`src/rtl/stack_ctl.sv`:
```
// stack_ctl: command sequencer that drives a hardware LIFO stack.
//
// Takes stack commands over a valid/ready handshake. Each command becomes
// one-cycle push/pop/swap strobes plus a data word for the stack, and the
// stack's top two entries are read back on i_s0/i_s1. The stack does not
// know its own fill level, so the logical depth is tracked here. Commands
// that would overflow or underflow are rejected and raise sticky flags.
// DROP n and CLEAR are expanded into back-to-back pop cycles.
//
// Handshake: a command transfers on a rising edge where i_valid && o_ready.
// o_ready is high only in IDLE. i_op/i_n/i_data are sampled on that edge
// and ignored at all other times, even if i_valid stays high.
//
// Ports:
//   i_clk, i_rst          clock, asynchronous active-high reset
//   i_valid, o_ready      command handshake
//   i_op                  0 NOP,1 PUSH,2 DROP,3 DUP,4 OVER,5 SWAP,6 REPL,7 CLEAR
//   i_n                   element count for DROP
//   i_data                operand for PUSH / REPL
//   i_s0, i_s1            stack top / next-on-stack read-back
//   o_data                data word to the stack
//   o_push/o_pop/o_swap   registered one-cycle strobes to the stack
//   o_depth               logical depth, 0..DEPTH (post-command while a strobe is high)
//   o_overflow            sticky: a push-class command hit a full stack
//   o_underflow           sticky: a command lacked elements
//   o_dbg_state           current FSM state (0 IDLE, 1 ISSUE, 2 DRAIN)

module stack_ctl #(
    parameter int WIDTH = 8,
    parameter int DEPTH = 12,
    parameter int CNT_W = 4
) (
    input  logic             i_clk,
    input  logic             i_rst,
    input  logic             i_valid,
    output logic             o_ready,
    input  logic [2:0]       i_op,
    input  logic [CNT_W-1:0] i_n,
    input  logic [WIDTH-1:0] i_data,
    input  logic [WIDTH-1:0] i_s0,
    input  logic [WIDTH-1:0] i_s1,
    output logic [WIDTH-1:0] o_data,
    output logic             o_push,
    output logic             o_pop,
    output logic             o_swap,
    output logic [CNT_W-1:0] o_depth,
    output logic             o_overflow,
    output logic             o_underflow,
    output logic [1:0]       o_dbg_state
);

    typedef enum logic [1:0] {
        S_IDLE  = 2'd0,
        S_ISSUE = 2'd1,
        S_DRAIN = 2'd2
    } state_t;

    localparam logic [2:0] OP_NOP   = 3'd0;
    localparam logic [2:0] OP_PUSH  = 3'd1;
    localparam logic [2:0] OP_DROP  = 3'd2;
    localparam logic [2:0] OP_DUP   = 3'd3;
    localparam logic [2:0] OP_OVER  = 3'd4;
    localparam logic [2:0] OP_SWAP  = 3'd5;
    localparam logic [2:0] OP_REPL  = 3'd6;
    localparam logic [2:0] OP_CLEAR = 3'd7;

    localparam logic [CNT_W-1:0] LP_DEPTH = CNT_W'(DEPTH);
    localparam logic [CNT_W-1:0] LP_ONE   = CNT_W'(1);
    localparam logic [CNT_W-1:0] LP_TWO   = CNT_W'(2);

    state_t           r_state;
    logic [CNT_W-1:0] r_cnt;
    logic [CNT_W-1:0] r_depth;
    logic [WIDTH-1:0] r_data;
    logic             r_push;
    logic             r_pop;
    logic             r_swap;
    logic             r_overflow;
    logic             r_underflow;

    logic w_accept;
    logic w_full;
    logic w_ge1;
    logic w_ge2;

    assign w_accept = i_valid && (r_state == S_IDLE);
    assign w_full   = (r_depth == LP_DEPTH);
    assign w_ge1    = (r_depth != '0);
    assign w_ge2    = (r_depth >= LP_TWO);

    always_ff @(posedge i_clk or posedge i_rst) begin
        if (i_rst) begin
            r_state     <= S_IDLE;
            r_cnt       <= '0;
            r_depth     <= '0;
            r_data      <= '0;
            r_push      <= 1'b0;
            r_pop       <= 1'b0;
            r_swap      <= 1'b0;
            r_overflow  <= 1'b0;
            r_underflow <= 1'b0;
        end else begin
            case (r_state)
                S_IDLE: begin
                    r_push <= 1'b0;
                    r_pop  <= 1'b0;
                    r_swap <= 1'b0;
                    if (w_accept) begin
                        // Every command, including rejected ones, costs at least
                        // one non-IDLE cycle; this bubble lets i_s0/i_s1 settle
                        // before the next DUP/OVER can be accepted.
                        r_state <= S_ISSUE;
                        case (i_op)
                            OP_PUSH: begin
                                if (!w_full) begin
                                    r_data  <= i_data;
                                    r_push  <= 1'b1;
                                    r_depth <= r_depth + LP_ONE;
                                end else begin
                                    r_overflow <= 1'b1;
                                end
                            end
                            OP_DUP: begin
                                if (w_full) begin
                                    r_overflow <= 1'b1;
                                end else if (w_ge1) begin
                                    r_data  <= i_s0;
                                    r_push  <= 1'b1;
                                    r_depth <= r_depth + LP_ONE;
                                end else begin
                                    r_underflow <= 1'b1;
                                end
                            end
                            OP_OVER: begin
                                if (w_full) begin
                                    r_overflow <= 1'b1;
                                end else if (w_ge2) begin
                                    r_data  <= i_s1;
                                    r_push  <= 1'b1;
                                    r_depth <= r_depth + LP_ONE;
                                end else begin
                                    r_underflow <= 1'b1;
                                end
                            end
                            OP_SWAP: begin
                                if (w_ge2) r_swap      <= 1'b1;
                                else       r_underflow <= 1'b1;
                            end
                            OP_REPL: begin
                                // Simultaneous push+pop replaces the top entry.
                                if (w_ge1) begin
                                    r_data <= i_data;
                                    r_push <= 1'b1;
                                    r_pop  <= 1'b1;
                                end else begin
                                    r_underflow <= 1'b1;
                                end
                            end
                            OP_DROP: begin
                                if (i_n == '0) begin
                                    r_state <= S_ISSUE;
                                end else if (i_n <= r_depth) begin
                                    // First pop is issued on this edge; DRAIN
                                    // supplies the remaining n-1.
                                    r_cnt   <= i_n;
                                    r_pop   <= 1'b1;
                                    r_depth <= r_depth - LP_ONE;
                                    r_state <= S_DRAIN;
                                end else begin
                                    r_underflow <= 1'b1;
                                end
                            end
                            OP_CLEAR: begin
                                if (w_ge1) begin
                                    r_cnt   <= r_depth;
                                    r_pop   <= 1'b1;
                                    r_depth <= r_depth - LP_ONE;
                                    r_state <= S_DRAIN;
                                end
                            end
                            OP_NOP:  r_state <= S_ISSUE;
                            default: r_state <= S_ISSUE;
                        endcase
                    end
                end
                S_ISSUE: begin
                    r_push  <= 1'b0;
                    r_pop   <= 1'b0;
                    r_swap  <= 1'b0;
                    r_state <= S_IDLE;
                end
                S_DRAIN: begin
                    // r_cnt counts pops still being presented, including this one.
                    if (r_cnt == LP_ONE) begin
                        r_pop   <= 1'b0;
                        r_state <= S_IDLE;
                    end else begin
                        r_cnt   <= r_cnt - LP_ONE;
                        r_depth <= r_depth - LP_ONE;
                    end
                end
                default: begin
                    r_push  <= 1'b0;
                    r_pop   <= 1'b0;
                    r_swap  <= 1'b0;
                    r_state <= S_IDLE;
                end
            endcase
        end
    end

    assign o_ready     = (r_state == S_IDLE);
    assign o_data      = r_data;
    assign o_push      = r_push;
    assign o_pop       = r_pop;
    assign o_swap      = r_swap;
    assign o_depth     = r_depth;
    assign o_overflow  = r_overflow;
    assign o_underflow = r_underflow;
    assign o_dbg_state = r_state;

endmodule

```
`config.mk`:
```
export PLATFORM = sky130hd
export DESIGN_NAME = stack_ctl
export DESIGN_NICKNAME = d
export VERILOG_FILES = /design/src/rtl/stack_ctl.sv
export SDC_FILE = /design/constraint.sdc
export NUM_CORES = 1
export LEC_CHECK = 0
export CORE_MARGIN = 3
export CORE_UTILIZATION = 60
export CTS_CLUSTER_SIZE = 8
export DETAILED_ROUTE_END_ITERATION = 10
export DONT_BUFFER_PORTS = 1
export PLACE_DENSITY = 0.81
export SLEW_MARGIN = 20
export SYNTH_ARGS = -nofsm -noshare
export SYNTH_HDL_FRONTEND = slang
export SYNTH_SLANG_ARGS = --single-unit
```
`constraint.sdc`:
```
create_clock -name i_clk -period 6.09 [get_ports i_clk]
set_input_delay 0.609 -clock i_clk [delete_from_list [all_inputs] [get_ports i_clk]]
set_output_delay 0.609 -clock i_clk [all_outputs]
set_load 0.02 [all_outputs]
```
* Word-level counts from Yosys, hierarchy flattened
Cells that the tools add are included.
** Word-level totals
- Bits in registers :: 23
- Input bits :: 34
- Output and inout port bits :: 20
- Word-level logic and storage cells :: 117
** Operators by class
- $add $sub $neg :: 3
- Magnitude comparators :: 2
- Eq/ne operators :: 31
- Muxes and demuxes :: 57
- Reductions and logical operators :: 15
** Operators with widths (count)
- 2-to-1 mux 4 bit :: 15
- 2-to-1 mux 8 bit :: 6
- case mux 8 bit (4 select lines) :: 1
- inequality test 3 bit (second input constant) :: 8
- case mux 4 bit (2 select lines) :: 3
- inequality test 2 bit (second input constant) :: 10
- case mux 4 bit (5 select lines) :: 1
- 2-to-1 mux 1 bit :: 18
- AND reduction 7 bit :: 2
- equality test 3 bit (second input constant) :: 4
- AND reduction 12 bit :: 1
- 2-to-1 mux 2 bit :: 5
- AND reduction 9 bit :: 1
- case mux 1 bit (2 select lines) :: 4
- case mux 2 bit (2 select lines) :: 2
- nonzero test 4 bit :: 2
- subtractor 4 x 1 -> 4 bit (second input constant) :: 2
- equality test 3 x 2 -> 1 bit (second input constant) :: 2
- inequality test 6 x 1 -> 1 bit (second input constant) :: 1
- case mux 1 bit (5 select lines) :: 1
- nonzero test 5 bit :: 1
- adder 4 x 1 -> 4 bit (second input constant) :: 1
- equality test 4 x 1 -> 1 bit (second input constant) :: 1
- equality test 4 bit (second input constant) :: 1
- 15 further kinds :: 15

* Longest topological paths before layout
Gate-level depths: netlist of the first run.
- Depth after elaboration :: 6
- Gate-level depth with buffers :: 8
- Depth with buffers taken out :: 7

* Worst setup path after synthesis of the first run
No wires, ideal clock.
- Path type :: register -> register
- Start :: register r_depth[2], in the netlist o_depth[2]
- End :: register r_pop, in the netlist o_pop
- Library setup time :: 0.083 ns
- Data arrival time :: 2.212 ns
- Required time :: 6.007 ns
- Path slack :: 3.795 ns
- Cell stages (with the launch flop) :: 9
- Path buffers :: 1
- Clock period less this slack :: 2.295 ns
- Cells stage by stage :: dfrtp_1 -> clkbuf_1 -> inv_1 -> ha_1 -> a21oi_1 -> o221ai_1 -> a2111oi_0 -> a31oi_1 -> o21ai_0
** Between the ends
- Cells in the longest elaborated chain, start to end :: 6
- Elaborated cells on any way between the ends :: 8
- Classes of those cells :: 1 x order compare; 6 x mux; 1 x reduce/logical
** Ends and longest elaborated chain
- start: declaration :: line 73 : logic [CNT_W-1:0] r_depth;
- start signal: assignment :: line 118 : r_depth <= r_depth + LP_ONE;
- start signal: assignment :: line 129 : r_depth <= r_depth + LP_ONE;
- start signal: assignment :: line 140 : r_depth <= r_depth + LP_ONE;
- <= comparator 4 bit :: line 162 : end else if (i_n <= r_depth) begin
- 2-to-1 mux 1 bit :: line 162
- 2-to-1 mux 1 bit :: line 160 : if (i_n == '0) begin
- case mux 1 bit (2 select lines) (*) :: line 113 : case (i_op)
- 2-to-1 mux 1 bit (*) :: line 108 : if (w_accept) begin
- case mux 1 bit (2 select lines) (*) :: line 103 : case (r_state)
- end signal: assignment :: line 98 : r_pop <= 1'b0;
- end signal: assignment :: line 106 : r_pop <= 1'b0;
- end signal: assignment :: line 166 : r_pop <= 1'b1;
- end: declaration :: line 76 : logic r_pop;
Mark *: on every way between the ends. The rest lies on a longest branch, timed or not.
A chain may end at the register's enable or synchronous reset.

* Worst setup path after layout of the first run
Ends and elaborated chain as after synthesis.

==> results of run 1 <==
-- stage by stage --
step | std cells | util [%] | setup slack, ns | instance area (µm²) | hold WS (ns)
after detailed placement | 243 | 65.0 | 3.53 | 1870 | 0.575
after floorplan | 215 | - | 3.80 | 1880 | 0.524
final | 247 | 65.9 | 3.48 | 1900 | 0.341
after global routing | 247 | 65.9 | 3.14 | 1900 | 0.391
after global placement | 243 | 65.0 | 3.76 | 1870 | 0.557
after CTS | 247 | 65.9 | 3.50 | 1900 | 0.372
-- worst max-delay path, cell delays in order, from the launching register on --
cell and delay (ns):
sky130_fd_sc_hd__dfrtp_1 0.68, sky130_fd_sc_hd__inv_1 0.22, sky130_fd_sc_hd__ha_1 0.36, sky130_fd_sc_hd__a21oi_1 0.19, sky130_fd_sc_hd__o221ai_1 0.23, sky130_fd_sc_hd__a2111oi_0 0.63, sky130_fd_sc_hd__a31oi_1 0.07, sky130_fd_sc_hd__o21ai_0 0.16
-- synth_stat cells (all sizes together) (2+ instances only) --
cell type  instances
clkbuf             4
buf               10
nor3b              3
ha                 9
inv               13
nor2              12
mux2i              5
xnor2              4
xor2               5
nand4              2
a22o              13
nand3b            11
and3               3
nor4               3
a21oi             14
nor2b              3
o2bb2ai            3
a22oi              5
nor3               5
a211oi             5
nand2             22
o31ai              3
nand3              6
o21ai              5
mux2               8
dfrtp             23
a31oi              2
-- report_power, final --
part	internal [mW]	leakage [nW]	switching (mW)	total (mW)
registers	0.217	0.277	0.141	0.358
clock network	0.0256	0.0150	0.0475	0.0731
logic	0.151	0.543	0.190	0.341
-- logic make-up after synthesis --
family,Yosys count
AOI/OAI and AO/OA,60
xor gates and xnor gates,9
adders and majority gates,9
buffers and inverters,27
DFF,23
muxes,13
and+or+nand+nor,74
-- sequential cells by signal (all words and copies together), names as in the netlist --
register	cells
o_overflow	1
o_push	1
o_depth	4
o_dbg_state	2
o_data	8
r_cnt	4
o_pop	1
o_underflow	1
o_swap	1
-- cell type report --
type | instances | area share [%]
clock buffer | 4 | 1.39
inverter | 13 | 2.57
multi-input combinational | 165 | 62.9
sequential | 23 | 30.3
tap | 42 | 2.77
-- worst paths after layout --
| kind | startpoint | end | slack (ns) | cells past startpoint |
|---|---|---|---|---|
| worst max-delay path | o_depth[2]$_DFFE_PP0P_ | o_pop$_DFFE_PP0P_ | 3.48 | 7 |
| worst max register to register | o_depth[2]$_DFFE_PP0P_ | o_pop$_DFFE_PP0P_ | 3.48 | 7 |
| max in group asynchronous | i_rst | o_data[4]$_DFFE_PP0P_ | 5.22 | 1 |
| min in group i_clk | i_op[0] | o_swap$_DFFE_PP0N_ | 0.46 | 1 |
| worst min register to register | r_cnt[1]$_DFFE_PP0P_ | r_cnt[1]$_DFFE_PP0P_ | 0.60 | 2 |
| worst min-delay path | i_rst | o_data[1]$_DFFE_PP0P_ | 0.34 | 1 |
-- per-layer routing --
metal,GRT usage (%),vias up,wire length [µm]
li1,-,769,-
met1,32.6,792,1730
met5,0,-,0
met4,6.97,0,38
met3,4.96,7,382
met2,36.5,73,2200
==> run metrics, run 1 <==
number of DRC violations after detailed routing 0; antenna diode count 0; I/O pin total 54; proportion of netlist area held by the largest area contributor 30.6%; power per standard cell area 407 mW/mm²; mux cell area share after synthesis 7.44%; Die Y-Extent 62.0 µm; clock latency on the worst-skew pair 0.31 ns; HPWL Detailed 3350 µm; fraction of registers with async set or reset after synthesis 100%; simple-gate portion of the synthesized area 21.5%; initial antenna violation count 0; sequential standard cell area 576 µm²; routed len/inst 17.6 µm; gr usage total 23.5%; Final nets 249; sequential element share of the synthesized area 30.6%; number of inserted filler cells in the final layout 246; number of enable flip-flop cells after synthesis 0; class of the worst hold path in2async; Final GP Congestion 0.897; area taken by multi-input logic gates 0.00119 mm²; warnings from Yosys 0; status complete, no violations; port bufs 0; leading cell type in the layout, fill and taps excluded sky130_fd_sc_hd__dfrtp_1; DRC violation total after the first TritonRoute iteration 101; total number of vias 1641; synthesized net count 258; final WL 4360 µm; Fin Setup TNS 0 ns; CTS Hold Buffers Added 0; Num CTS Buffers 3; flops & latches, synth 23; per-instance average area after synthesis 8.76 µm²; adder and majority cell fraction of the synthesized area 5.98%; depth of the CTS H-tree 1; standard-cell row count 19; critical path peak fanout 11; layout overhead on the synthesized area 0.731%; combinational family with the most area after synthesis compound AO/OA/AOI/OAI gates; data arrival time of the critical path 2.86 ns; RSZ-0062 raised after global routing false; transition at the pin with the smallest max-transition slack 0.854 ns; number of nets with antenna violations after detailed routing 0; number of iterations in the first detailed-routing pass 6; minimum clock period after layout 2.61 ns; maximum number of pins on one net before global-route repair 43; share of final-layout standard cells stronger than drive strength 1 9.27%; setup skew after layout 0.00473 ns; Core Footprint 0.00288 mm²; portion of the clock cycle consumed by the worst path in the final layout 42.9%; final number of hold-violating endpoints 0; worst IR drop on VDD 241 µV; ratio of routed vias to standard cells 6.64; dominant register cell in the synthesized netlist sky130_fd_sc_hd__dfrtp_1; static leakage 0.834 nW; most area-hungry cell type in the Yosys netlist sky130_fd_sc_hd__dfrtp_1; wire length of the first global-routing pass 6880 µm; Total Die Area 0.00385 mm²; most area-consuming cells after synthesis sky130_fd_sc_hd__dfrtp_1 (31%), sky130_fd_sc_hd__a22o_1 (6.0%), sky130_fd_sc_hd__ha_1 (6.0%); commonest cells after routing, fill and taps aside sky130_fd_sc_hd__dfrtp_1 (23), sky130_fd_sc_hd__nand2_1 (22), sky130_fd_sc_hd__a21oi_1 (14), sky130_fd_sc_hd__inv_1 (13), sky130_fd_sc_hd__a22o_1 (13); PostCTS Resize Cnt 0; post-CTS setup buffer count 0; buffer levels on the longest clock path 2; xor and xnor fraction of the mapped netlist area 4.58%; CTS sink count 23; compound-gate portion of the synthesized area 23.9%; Post-Synthesis Cell Area 0.00188 mm²; die width 62.0 µm; TritonCTS clock tree done; final setup fails 0; Max Cap Viol 0; final total power 0.773 mW; sum of overflow across all layers after global routing 0; highest achievable clock rate 0.383 GHz; normalized max-slew margin 43.0%; cell at the root of the clock tree sky130_fd_sc_hd__clkbuf_4; Worst-path clk slew 0.13 ns; start-to-end type of the worst setup path reg2reg; starting utilization of the core area 65.5%; kind of capture point of the worst setup path flop; synth unique cells 49; Cells after Synth 215; Worst setup SP type flop; required time of the critical path 6.34 ns; vias in the first global route 1539; max-slew violations 0
Power figures use the tool's default switching activity.
==> run 2: changes to the inputs <==
- clock period: 6.09 -> 2.5 ns (I/O delays scaled with it)
==> run 2 against run 1 <==
Effect of this change:
- the run now ends with hold timing left
- largest power group is now combinational cells
- flip-flop and latch count is the same
- utilization up 1.8 points
- total power rose to 2.6 times the previous value
- largest cell class unchanged
- register-to-register slack worse by 3.2 ns
- highest routed layer unchanged
- global-route usage shrank 0.17 points
==> run metrics, run 2 (synthesis results as in run 1) <==
required time of the critical path 2.71 ns (-3.63 ns); r2r setup slk 0.26 ns (-3.22 ns); Max Cap Viol 0 (unchanged); vias in the first global route 1613 (+4.8%); sum of overflow across all layers after global routing 0 (unchanged); maximum number of pins on one net before global-route repair 43 (unchanged); buffer levels on the longest clock path 2 (unchanged); DRC violation total after the first TritonRoute iteration 107 (+5.9%); status finished, violations left; final setup fails 0 (unchanged); ratio of routed vias to standard cells 6.60 (-0.68%); Final GP Congestion 0.864 (-3.8%); final total power 1.97 mW (+160%); CTS sink count 23 (unchanged); total number of vias 1676 (+2.1%); data arrival time of the critical path 2.45 ns (-0.41 ns); CP max stage delay 0.48 ns (-0.20 ns); depth of the CTS H-tree 1 (unchanged); dpl cells 250 (+2.9%); initial antenna violation count 0 (unchanged); RSZ-0062 raised after global routing false; failing checks hold timing; HPWL Detailed 3490 µm (+4.2%); worst IR drop on VDD 599 µV (+150%); port bufs 0 (unchanged); start-to-end type of the worst setup path reg2reg; CTS Hold Buffers Added 0 (unchanged); minimum clock period after layout 2.24 ns (-0.371 ns); cell at the root of the clock tree sky130_fd_sc_hd__clkbuf_4; critical path peak fanout 9 (-2); Num CTS Buffers 3 (unchanged); PostCTS Resize Cnt 0 (unchanged); list of cells traversed by the critical path inv_1, ha_1, nor3b_1, a221oi_2, o2bb2ai_2, nor2_1, a21bo_1; normalized max-slew margin 43.7% (+0.71 points); I/O pin total 54 (unchanged); class of the worst hold path in2async; number of inserted filler cells in the final layout 240 (-2.4%); portion of the clock cycle consumed by the worst path in the final layout 89.7% (+47 points); antenna diode count 0 (unchanged); final hold slack -0.0110 ns (-0.352 ns); clock latency on the worst-skew pair 0.30 ns (about the same); Fin Setup TNS 0 ns (unchanged); dominant delay contributor by cell family on the critical path compound AO/OA/AOI/OAI gates; final number of hold-violating endpoints 23 (+23); wire length of the first global-routing pass 6870 µm (-0.20%); sequential standard cell area 576 µm² (unchanged); die width 62.0 µm (unchanged); area taken by multi-input logic gates 0.00119 mm² (unchanged); TritonCTS clock tree done; Total Die Area 0.00385 mm² (unchanged); transition at the pin with the smallest max-transition slack 0.844 ns (-0.0106 ns); Die Y-Extent 62.0 µm (unchanged); routed len/inst 18.0 µm (+1.9%); Core Footprint 0.00288 mm² (unchanged); max-slew violations 0 (unchanged); Largest register FFs 8 (unchanged); Worst setup SP type flop; power per standard cell area 1010 mW/mm² (+150%); number of iterations in the first detailed-routing pass 4 (-2); final WL 4560 µm (+4.8%); kind of capture point of the worst setup path flop; final core utilization 67.8% (+1.8 points); share of final-layout standard cells stronger than drive strength 1 12.3% (+3.0 points); layout overhead on the synthesized area 3.52%; static leakage 0.869 nW (+4.1%); gr usage total 23.3% (-0.17 points); Crit path buffers/inverters 1 (unchanged); post-CTS setup buffer count 0 (unchanged); final cell count without fillers 254 (+2.8%); Worst-path clk slew 0.13 ns (about the same); standard-cell row count 19 (unchanged); leading cell type in the layout, fill and taps excluded sky130_fd_sc_hd__dfrtp_1; commonest cells after routing, fill and taps aside sky130_fd_sc_hd__dfrtp_1 (23), sky130_fd_sc_hd__nand2_1 (22), sky130_fd_sc_hd__a21oi_1 (14), sky130_fd_sc_hd__inv_1 (13), sky130_fd_sc_hd__a22o_1 (13); Final nets 256 (+2.8%); highest achievable clock rate 0.446 GHz (+17%); number of DRC violations after detailed routing 0 (unchanged); number of nets with antenna violations after detailed routing 0 (unchanged); starting utilization of the core area 65.5% (unchanged); Slowest cell on crit path sky130_fd_sc_hd__dfrtp_1; setup skew after layout 0.00236 ns (-0.00237 ns)
==> run 2: cell types whose count changed in the layout (fill, tap and decap cells not counted), sizes merged <==
cell  delta
buf      +7
==> run 2: power by group <==
part	total (mW)	switching, mW	internal, mW	leakage, nW
clock	0.171	0.109	0.0621	0.0150
combinational	1.02	0.584	0.432	0.577
sequential	0.787	0.257	0.530	0.277
total	1.97	0.950	1.02	0.869
==> run 2: worst paths after layout <==
| check | from | endpoint | cells past startpoint |
|---|---|---|---|
| max in group asynchronous | i_rst | o_data[5]$_DFFE_PP0P_ | 1 |
| worst min register to register | r_cnt[1]$_DFFE_PP0P_ | r_cnt[1]$_DFFE_PP0P_ | 2 |
| min in group i_clk | i_op[0] | o_swap$_DFFE_PP0N_ | 1 |
| worst max-delay path | o_depth[1]$_DFFE_PP0P_ | r_cnt[0]$_DFFE_PP0P_ | 7 |
| worst max register to register | o_depth[1]$_DFFE_PP0P_ | r_cnt[0]$_DFFE_PP0P_ | 7 |
| worst min-delay path | i_rst | o_data[1]$_DFFE_PP0P_ | 1 |
==> run 2: area by class of cell <==
type,instances,share of cell area [%]
Sequential cell,23,29.5
Timing Repair Buffer,7,2.70
Clock buffer,4,1.35
Inverter,13,2.50
Multi-Input combinational cell,165,61.2
Tap cell,42,2.70
==> run 2: worst reg2reg max path, delay by kind of cell (launching register included) <==
kind	cells	cell delay (ns)
AOI/OAI and AO/OA	3	0.74
and+or+nand+nor	2	0.56
DFF	1	0.48
adders and majority gates	1	0.21
buffers and inverters	1	0.17
==> run 2: stage by stage <==
| stage | instance area (µm²) | setup slack [ns] |
|---|---|---|
| floorplan | 1880 | 0.205 |
| CTS | 1950 | 0.320 |
| global route | 1950 | 0.0910 |
| finish | 1950 | 0.258 |
| detailed placement | 1920 | 0.358 |
| global placement | 1920 | 0.391 |
==> run 2: metal layers <==
| metal | GRT usage, % | up-vias | share of wire, % |
|---|---|---|---|
| li1 | - | 782 | - |
| met1 | 29.7 | 807 | 41 |
| met2 | 38.9 | 79 | 50 |
| met3 | 4.96 | 8 | 7.9 |
| met4 | 7.88 | 0 | 0.96 |
| met5 | 0 | - | 0 |
==> run 3: changes to the inputs <==
- MAX_ROUTING_LAYER: default -> met4
- RECOVER_POWER: default -> 50
==> run 3 against run 2 <==
Effect of this change:
- the run still ends with hold timing left
- global-route usage increased by 0.35 points
- critical path type unchanged
- fmax increased by 4.4%
- die area unchanged
- first-iteration DRC count increased by 3.7%
- routed wire length decreased by 1.8%
==> run metrics, run 3 (synthesis results as in run 1) <==
Max Cap Viol 0 (unchanged); leading cell type in the layout, fill and taps excluded sky130_fd_sc_hd__dfrtp_1; number of nets with antenna violations after detailed routing 0 (unchanged); data arrival time of the critical path 2.37 ns (-0.08 ns); port bufs 0 (unchanged); Worst-path clk slew 0.13 ns (about the same); commonest cells after routing, fill and taps aside sky130_fd_sc_hd__dfrtp_1 (23), sky130_fd_sc_hd__nand2_1 (22), sky130_fd_sc_hd__a21oi_1 (14), sky130_fd_sc_hd__inv_1 (13), sky130_fd_sc_hd__a22o_1 (13); I/O pin total 54 (unchanged); number of iterations in the first detailed-routing pass 4 (unchanged); Total Die Area 0.00385 mm² (unchanged); Slowest cell on crit path sky130_fd_sc_hd__dfrtp_1; post-CTS setup buffer count 0 (unchanged); CTS Hold Buffers Added 0 (unchanged); total number of vias 1654 (-1.3%); critical path peak fanout 9 (unchanged); start-to-end type of the worst setup path reg2reg; final number of hold-violating endpoints 23 (unchanged); cell at the root of the clock tree sky130_fd_sc_hd__clkbuf_4; final setup fails 0 (unchanged); minimum clock period after layout 2.15 ns (-0.0937 ns); TritonCTS clock tree done; Die Y-Extent 62.0 µm (unchanged); standard-cell row count 19 (unchanged); required time of the critical path 2.72 ns (about the same); CP max stage delay 0.40 ns (-0.08 ns); DRC violation total after the first TritonRoute iteration 111 (+3.7%); static leakage 0.871 nW (+0.28%); vias in the first global route 1500 (-7.0%); ratio of routed vias to standard cells 6.51 (-1.3%); HPWL Detailed 3400 µm (-2.6%); portion of the clock cycle consumed by the worst path in the final layout 85.9% (-3.7 points); power per standard cell area 1010 mW/mm² (+0.18%); Num CTS Buffers 3 (unchanged); kind of capture point of the worst setup path flop; normalized max-slew margin 43.2% (-0.54 points); final hold slack -0.0182 ns (-0.00722 ns); Fin Setup TNS 0 ns (unchanged); highest achievable clock rate 0.465 GHz (+4.4%); final cell count without fillers 254 (unchanged); CTS sink count 23 (unchanged); Final nets 256 (unchanged); routed len/inst 17.6 µm (-1.8%); Core Footprint 0.00288 mm² (unchanged); transition at the pin with the smallest max-transition slack 0.852 ns (+0.00809 ns); maximum number of pins on one net before global-route repair 43 (unchanged); buffer levels on the longest clock path 2 (unchanged); status finished, violations left; die width 62.0 µm (unchanged); Worst setup SP type flop; worst IR drop on VDD 728 µV (+22%); Largest register FFs 8 (unchanged); antenna diode count 0 (unchanged); list of cells traversed by the critical path inv_1, ha_1, nor3b_1, a221oi_2, o2bb2ai_2, nor2_1, a21bo_1; initial antenna violation count 0 (unchanged); failing checks hold timing; class of the worst hold path in2async; dpl cells 250 (unchanged); PostCTS Resize Cnt 0 (unchanged); wire length of the first global-routing pass 6800 µm (-1.0%); number of DRC violations after detailed routing 0 (unchanged); Final GP Congestion 1.00 (+16%); final WL 4480 µm (-1.8%); sum of overflow across all layers after global routing 0 (unchanged); depth of the CTS H-tree 1 (unchanged); max-slew violations 0 (unchanged); starting utilization of the core area 65.5% (unchanged); clock latency on the worst-skew pair 0.31 ns (about the same); gr usage total 23.7% (+0.35 points); RSZ-0062 raised after global routing false; share of final-layout standard cells stronger than drive strength 1 12.7% (+0.47 points); setup skew after layout 0.00464 ns (+0.00227 ns); layout overhead on the synthesized area 3.59% (about the same)
[run 3: metrics by stage]
stage          power [mW]  util, %  setup slack [ns]  area, µm²
3_5_place_dp         1.80     66.9             0.374       1920
4_1_cts              1.98     67.8             0.365       1950
2_1_floorplan        1.55        -             0.205       1880
6_report             1.98     67.8             0.352       1950
3_3_place_gp         1.75     66.9             0.421       1920
5_1_grt              2.13     67.8             0.207       1950
[run 3: final timing paths]
kind,start,endpoint,slack (ns),cells past startpoint
worst min register to register,r_cnt[3]$_DFFE_PP0P_,r_cnt[3]$_DFFE_PP0P_,0.61,2
worst max-delay path,o_depth[1]$_DFFE_PP0P_,r_cnt[0]$_DFFE_PP0P_,0.35,7
worst max register to register,o_depth[1]$_DFFE_PP0P_,r_cnt[0]$_DFFE_PP0P_,0.35,7
min in group i_clk,i_op[0],o_swap$_DFFE_PP0N_,0.09,1
worst min-delay path,i_rst,o_pop$_DFFE_PP0P_,-0.02,1
max in group asynchronous,i_rst,o_data[4]$_DFFE_PP0P_,1.99,1
[run 3: worst max-delay path, delay by kind of cell, from the launching register on]
kind / cells / cell delay, ns
AO/OA/AOI/OAI: 3 / 0.69
adder cells (fa/ha/maj): 1 / 0.32
buffers and inverters: 1 / 0.12
flip-flops: 1 / 0.40
AND/OR/NAND/NOR: 2 / 0.51
[run 3: cell type report]
| class | instances | area, µm² |
|---|---|---|
| fillers | 233 | 926 |
| flip-flops and latches | 23 | 576 |
| inverters | 13 | 48.8 |
| repair buffers | 7 | 52.6 |
| multi-input cells | 165 | 1190 |
| clock inverters | 1 | 5.00 |
| well taps | 42 | 52.6 |
| clock buffers | 3 | 22.5 |
[run 3: where the power goes]
group / internal, mW / leakage, nW / switching [mW]
sequential: 0.530 / 0.277 / 0.231
combinational: 0.437 / 0.577 / 0.606
clock: 0.0598 / 0.0177 / 0.116
[run 3: layer usage]
layer	routed length [µm]	vias up	global-route usage (%)
li1	-	782	-
met3	322	10	4.34
met2	2160	69	37.0
met1	1950	793	32.0
met5	0	-	-
met4	56	0	4.55
